**config.mk**
```make
export PLATFORM = sky130hd
export DESIGN_NAME = parity_frame_tx
export DESIGN_NICKNAME = d
export VERILOG_FILES = /design/src/rtl/parity_frame_tx.sv
export SDC_FILE = /design/constraint.sdc
export NUM_CORES = 1
export LEC_CHECK = 0
export BUFFER_PORTS_ARGS = -buffer_cell sky130_fd_sc_hd__clkbuf_2
export CORE_MARGIN = 4
export CORE_UTILIZATION = 49
export DETAILED_ROUTE_END_ITERATION = 16
export HOLD_SLACK_MARGIN = 0.15
export PLACE_DENSITY = 0.71
export SLEW_MARGIN = 10
export SYNTH_ARGS = -nofsm -noshare
export SYNTH_HDL_FRONTEND = slang
export SYNTH_SLANG_ARGS = --single-unit
```
**constraint.sdc**
```tcl
create_clock -name clk -period 1.6 [get_ports clk]
set_input_delay 0.16 -clock clk [delete_from_list [all_inputs] [get_ports clk]]
set_output_delay 0.16 -clock clk [all_outputs]
set_load 0.02 [all_outputs]
```
**src/rtl/parity_frame_tx.sv**
```systemverilog
// Serial frame transmitter: start bit, DATA_W data bits LSB-first, parity, stop.
// Also cross-checks the supplied ep/op against its own parity reduction on accept.
module parity_frame_tx #(
    parameter int DATA_W       = 9,
    parameter int CLKS_PER_BIT = 4,
    parameter int PARITY_ODD   = 0
) (
    input  logic              clk,
    input  logic              rst_n,
    input  logic [DATA_W-1:0] din,
    input  logic              ep,
    input  logic              op,
    input  logic              din_valid,
    output logic              din_ready,
    output logic              tx,
    output logic              tx_busy,
    output logic              frame_done,
    output logic              par_err
);

    localparam int CW = $clog2(CLKS_PER_BIT) + 1;
    localparam int BW = $clog2(DATA_W) + 1;
    localparam logic [CW-1:0] CNT_LAST = CW'(CLKS_PER_BIT - 1);
    localparam logic [BW-1:0] BIT_LAST = BW'(DATA_W - 1);

    typedef enum logic [2:0] {
        S_IDLE,
        S_START,
        S_DATA,
        S_PARITY,
        S_STOP
    } state_t;

    state_t            state_q, state_d;
    logic [CW-1:0]     cnt_q, cnt_d;
    logic [BW-1:0]     bit_cnt_q, bit_cnt_d;
    logic [DATA_W-1:0] shift_q, shift_d;
    logic              par_bit_q, par_bit_d;
    logic              tx_q, tx_d;
    logic              par_err_q, par_err_d;
    logic              bit_end;

    assign bit_end = (cnt_q == CNT_LAST);

    always_comb begin
        state_d   = state_q;
        cnt_d     = cnt_q;
        bit_cnt_d = bit_cnt_q;
        shift_d   = shift_q;
        par_bit_d = par_bit_q;
        par_err_d = 1'b0;

        case (state_q)
            S_IDLE: begin
                if (din_valid) begin
                    shift_d   = din;
                    par_bit_d = (PARITY_ODD != 0) ? op : ep;
                    par_err_d = (ep != ^din) || (op != ~ep);
                    cnt_d     = '0;
                    bit_cnt_d = '0;
                    state_d   = S_START;
                end
            end
            S_START: begin
                if (bit_end) begin
                    cnt_d   = '0;
                    state_d = S_DATA;
                end else begin
                    cnt_d = cnt_q + 1'b1;
                end
            end
            S_DATA: begin
                if (bit_end) begin
                    cnt_d     = '0;
                    shift_d   = shift_q >> 1;
                    bit_cnt_d = bit_cnt_q + 1'b1;
                    if (bit_cnt_q == BIT_LAST) begin
                        state_d = S_PARITY;
                    end
                end else begin
                    cnt_d = cnt_q + 1'b1;
                end
            end
            S_PARITY: begin
                if (bit_end) begin
                    cnt_d   = '0;
                    state_d = S_STOP;
                end else begin
                    cnt_d = cnt_q + 1'b1;
                end
            end
            S_STOP: begin
                if (bit_end) begin
                    cnt_d   = '0;
                    state_d = S_IDLE;
                end else begin
                    cnt_d = cnt_q + 1'b1;
                end
            end
            default: state_d = S_IDLE;
        endcase

        // tx is registered from the next-state view so the line moves on the same edge as the FSM
        case (state_d)
            S_START:  tx_d = 1'b0;
            S_DATA:   tx_d = shift_d[0];
            S_PARITY: tx_d = par_bit_d;
            default:  tx_d = 1'b1;
        endcase
    end

    always_ff @(posedge clk or negedge rst_n) begin
        if (!rst_n) begin
            state_q   <= S_IDLE;
            cnt_q     <= '0;
            bit_cnt_q <= '0;
            shift_q   <= '0;
            par_bit_q <= 1'b0;
            tx_q      <= 1'b1;
            par_err_q <= 1'b0;
        end else begin
            state_q   <= state_d;
            cnt_q     <= cnt_d;
            bit_cnt_q <= bit_cnt_d;
            shift_q   <= shift_d;
            par_bit_q <= par_bit_d;
            tx_q      <= tx_d;
            par_err_q <= par_err_d;
        end
    end

    assign din_ready  = (state_q == S_IDLE);
    assign tx_busy    = (state_q != S_IDLE);
    assign frame_done = (state_q == S_STOP) && bit_end;
    assign tx         = tx_q;
    assign par_err    = par_err_q;

endmodule

```
# ---- Word level (Yosys, flattened, before mapping)
# Index checks and enable logic that the tools add are counted.
# W data, S select, Z words.
dict set report word_totals {
  reg_bits 23
  in_bits 14
  output_inout_bits 5
  word_cells 55
}
dict set report op_classes {
  add_sub_neg 2
  eq_ne 13
  mux 21
  n_bitwise 1
  reduce_logical 10
}
# cell n
set ops {}
lappend ops {{$mux W3} 8}
lappend ops {{$mux W9} 2}
lappend ops {{$pmux W9 S2} 1}
lappend ops {{$eq A3 B2 Y1 const B} 5}
lappend ops {{$pmux W3 S5} 1}
lappend ops {{$mux W5} 2}
lappend ops {{$pmux W5 S2} 1}
lappend ops {{$reduce_xor A9 Y1} 1}
lappend ops {{$eq A3 B1 Y1 const B} 2}
lappend ops {{$pmux W3 S2} 1}
lappend ops {{$add A5 B1 Y5 const B} 1}
lappend ops {{$eq A5 B4 Y1 const B} 1}
lappend ops {{$mux W1} 4}
lappend ops {{$ne A2 B2 Y1 const B} 2}
lappend ops {{$reduce_bool A2 Y1} 2}
lappend ops {{$reduce_or A4 Y1} 1}
lappend ops {{$add A3 B1 Y3 const B} 1}
lappend ops {{$eq A3 B3 Y1 const B} 1}
lappend ops {{$logic_not A3 Y1} 1}
lappend ops {{$pmux W1 S3} 1}
lappend ops {{$reduce_and A3 Y1} 1}
lappend ops {{$reduce_bool A3 Y1} 1}
lappend ops {{$ne A1 B1 Y1} 2}
lappend ops {{$reduce_and A2 Y1} 1}
lappend ops {{other kinds (3)} 3}

# ---- Depth between registers and ports, before layout
dict set report depth {
  depth_word 6
  mapped_depth 7
  mapped_depth_nobuf 7
}

# ---- Worst setup path before layout
# Ideal clock, no wire load.
dict set report synth_timing {
  path_type {register to register}
  startpoint {register state_q[1]}
  endpoint {register tx_q, in the netlist tx}
  setup_ps 98
  arrival_time_ps 1601
  t_required_ps 1502
  slack_ps -99
  stages_incl_launch_ff 8
  path_buffers 2
  synth_period_minus_slack_ps 1699
  path_cell_list {dfrtp_1 buf_2 nor3_4 and2_0 buf_2 mux2_2 a21oi_1 a31oi_1}
}
dict set report synth_between {
  elab_cells_between_ends 18
  classes_between {7 x eq/ne; 10 x mux; 1 x reduce/logical}
}
# item line
set synth_rtl {}
lappend synth_rtl {{from (decl)} 34} ;# state_t state_q, state_d;
lappend synth_rtl {{from (signal assigned)} 122} ;# state_q <= state_d;
lappend synth_rtl {{$logic_not A3 Y1} -}
lappend synth_rtl {{via din_ready} 14} ;# output logic din_ready,
lappend synth_rtl {{$mux W1} 53} ;# case (state_q)
lappend synth_rtl {{via par_bit_d} 38} ;# logic par_bit_q, par_bit_d;
lappend synth_rtl {{$pmux W1 S3} 104} ;# case (state_d)
lappend synth_rtl {{via tx_d} 39} ;# logic tx_q, tx_d;
lappend synth_rtl {{to (signal assigned)} 127} ;# tx_q <= tx_d;
lappend synth_rtl {{to (decl)} 39}
# The timed path passes the listed nets, and every way through them passes these cells.
# A chain may end at the register's enable or synchronous reset.

# ---- Worst setup path in the final report
dict set report layout_timing {
  startpoint {register cnt_q[1]}
  endpoint {register shift_q[3]}
}
dict set report layout_between {
  elab_chain_cells 3
}
# item line
set layout_rtl {}
lappend layout_rtl {{from (decl)} 35} ;# logic [CW-1:0] cnt_q, cnt_d;
lappend layout_rtl {{from (signal assigned)} 123} ;# cnt_q <= cnt_d;
lappend layout_rtl {{$eq A3 B2 Y1} 43} ;# assign bit_end = (cnt_q == CNT_LAST);
lappend layout_rtl {{$ne A2 B2 Y1 (no line)} -}
lappend layout_rtl {{$reduce_and A3 Y1 (no line)} -}
lappend layout_rtl {{to (signal assigned)} 125} ;# shift_q <= shift_d;
lappend layout_rtl {{to (decl)} 37} ;# logic [DATA_W-1:0] shift_q, shift_d;
# No other way between the ends.

==> flow_summary.yaml <==
worst_setup_path:
  startpoint: "cnt_q[1]"
  critPathRequiredTime_ns: 1.80
  ff2ff_setup_slack_ns: -0.02
  crit_type: "reg2reg"
  crit_arrival_ns: 1.82
  r2r-start: "cnt_q[1]"
  endpoint_kind: "register"
  cp_max_fo: 6
  crit_path_start_kind: "register"
routing:
  vias: 991
  highest_layer: "met4"
  m1WireLength_um: 1120
  post-route-drc-count: 0
  drtPass1Iterations: 8
  routed_wl_um: 2810
  drt_iter0_markers: 50
  avgRoutedWirePerCell_um: 15.6
  wl_met3_um: 135
  viasPerCell: 5.51
  detail-route-antenna-nets: 0
  wl_met2_um: 1500
timing:
  period_share_pct: 101
  whs_ns: 0.351
  tns_ns: -0.0379
  drv_slew: 0
  max_freq_mhz: 618
  finalHoldViolations: 0
  skew_ns: 0.00435
  slew_headroom_pct: 62.9
  finalSetupViolCount: 2
  fin_ws_ns: -0.0194
  worst_slew_pin_slew_ns: 0.557
  timing.final.crit_period_ns: 1.62
  rsz0062_at_grt: "true"
grt:
  antenna_found_initial: 0
  grt_max_degree: 24
  grt_pass1_wl_um: 4660
  grt_pass1_vias: 1059
  grt_usage_pct: 18.4
  gr-total-overflow: 0
cts:
  clk_pin_slew_ns: 0.13
  cts_sinks: 23
  clockBufferDepth: 2
  clock_latency_ns: 0.31
  htreeDepth: 1
  cts_tree: "done"
  root_buffer: "clkbuf_4"
  cts_inserted_buffers: 3
yosys:
  synthCells: 109
  synth_warnings: 0
  yosysUniqueCellTypes: 29
  syn_nets: 126
  ys_seq_elements: 23
  syn_avg_cell_area_um2: 10.7
  synth_area_um2: 1160
  yosysSeqAreaShare_pct: 49.7
floorplan:
  start_util_pct: 52.0
  die_y_um: 56.7
  fp.dieArea_um2: 3210
  row_count: 17
  ioPinCount: 19
  die-width_um: 56.7
  core_area_um2: 2230
finish:
  finalCoreUtilization_pct: 72.0
  fin_nets: 170
  drive_gt1_share_pct: 34.2
  syn_to_final_growth_pct: 38.6
  num_antenna_cells: 0
  n_fill_cell: 154
pwr:
  leakagePower_nw: 0.792
  p_clk_share_pct: 10.4
  p_sw_share_pct: 39.3
  p_int_mw: 1.57
  power_density_nw_per_um2: 1610
  pwr-share-seq_pct: 39.1
  p_comb_share_pct: 50.5
  p_sw_mw: 1.02
  ir_drop_mv: 1.35
status:
  violations: "negative setup slack"
  status: "finished with violations"
worst_hold_path:
  hold_path_class: "in2async"
placement:
  dp_slack_ns: -0.0351
  numPortBuffers: 18
  gp_congestion: 0.809
  dp_hpwl_um: 1930
job:
  maxCapViolCount: 0
[Yosys cell counts (all sizes together)]
| cell | number | area, µm² |
|---|---|---|
| nand4 | 4 | 25.0 |
| xnor3 | 1 | 22.5 |
| xor2 | 4 | 35.0 |
| nand4bb | 1 | 11.3 |
| and3 | 2 | 12.5 |
| dfrtp | 22 | 551 |
| nand2 | 5 | 18.8 |
| buf | 5 | 25.0 |
| a221oi | 1 | 8.76 |
| a222oi | 8 | 80.1 |
| mux2 | 1 | 11.3 |
| a21boi | 1 | 7.51 |
| and3b | 1 | 8.76 |
| dfstp | 1 | 26.3 |
| a31oi | 1 | 6.26 |
| nand2b | 1 | 6.26 |
| a21oi | 2 | 10.0 |
| o21ai | 4 | 20.0 |
| and2 | 2 | 12.5 |
| a22o | 3 | 26.3 |
| ha | 3 | 37.5 |
| nand3b | 1 | 7.51 |
| nor2 | 10 | 37.5 |
| nor3 | 1 | 16.3 |
| inv | 13 | 48.8 |
| o32ai | 1 | 8.76 |
| nor2b | 3 | 18.8 |
| xnor2 | 7 | 61.3 |
[metal layers]
layer	track usage, %	vias to the layer above
met3	5.29	6
li1	-	473
met5	0	-
met1	21.3	477
met4	6.10	0
met2	32.2	35
[flip-flops by register name (all words and copies together), names as in the netlist]
signal and cells:
par_bit_q 1, tx 1, par_err 1, state_q 3, cnt_q 3, bit_cnt_q 5
shift_q 9
[placed cells by master (no fill, tap or decap), types with 2 or more instances in the layout]
cell and n:
a222oi_1 8, a22o_1 3, buf_4 11, buf_6 2, clkbuf_2 17, clkbuf_4 3, dfrtp_1 21, dlygate4sd3_1 13
ha_1 2, inv_1 13, nand2_1 4, nand4_1 4, nor2_1 9, nor2b_1 2, o21ai_0 3, xnor2_1 5
xnor2_2 2, xor2_1 3
[metrics by stage]
step           total power, mW  cell area [µm²]  cells
3_3_place_gp              2.05             1340    160
6_report                  2.59             1610    180
5_1_grt                   2.78             1610    180
4_1_cts                   2.45             1540    178
3_5_place_dp              2.10             1340    160
2_1_floorplan             1.72             1170    109
[layout make-up]
class	instances	area (µm²)	share of cell area, %
multi-input combinational	68	584	36.3
tap	28	35.0	2.18
sequential	23	578	35.9
clock buffer	3	22.5	1.40
inverter	13	48.8	3.03
clock inverter	1	5.00	0.311
timing repair buffer	44	335	20.8
[power by group through the flow]
stage | clock network [mW] | registers (mW) | logic, mW
after floorplan | 0 | 0.953 | 0.772
after global placement | 0 | 0.992 | 1.06
after detailed placement | 0 | 0.997 | 1.11
after CTS | 0.274 | 0.988 | 1.19
after global routing | 0.297 | 1.04 | 1.44
final | 0.269 | 1.01 | 1.31
[cell families after synthesis]
family	Yosys count	synth area share, %
adders and majority gates	3	3.23
DFF	23	49.7
buffers and inverters	18	6.36
xor gates and xnor gates	12	10.2
AOI/OAI and AO/OA	21	14.4
muxes	1	0.970
and+or+nand+nor	31	15.1
[worst max-delay path, cell delays in order (launching register included)]
cell and delay, ns:
dfrtp_1 0.44, ha_4 0.19, nor2b_4 0.12, and3_2 0.26
buf_4 0.16, a222oi_1 0.27, inv_1 0.07
[timing repair]
item                                    4_1_cts  5_1_grt
endpoints found under the hold margin        33        0
buffers inserted                              1        2
endpoints found under the setup margin        8       15
gates resized for setup                       9       13
hold buffers                                 13        0
pin swaps                                     6       13
[worst paths after layout]
path                                endpoint  depth (start not counted)
min in group clk                   par_bit_q                          1
worst max-delay path              shift_q[3]                          6
max in group asynchronous         state_q[0]                          2
worst min-delay path            bit_cnt_q[4]                          2
worst min register to register     par_bit_q                          1
worst max register to register    shift_q[3]                          6
(Power assumes the default switching activity.)
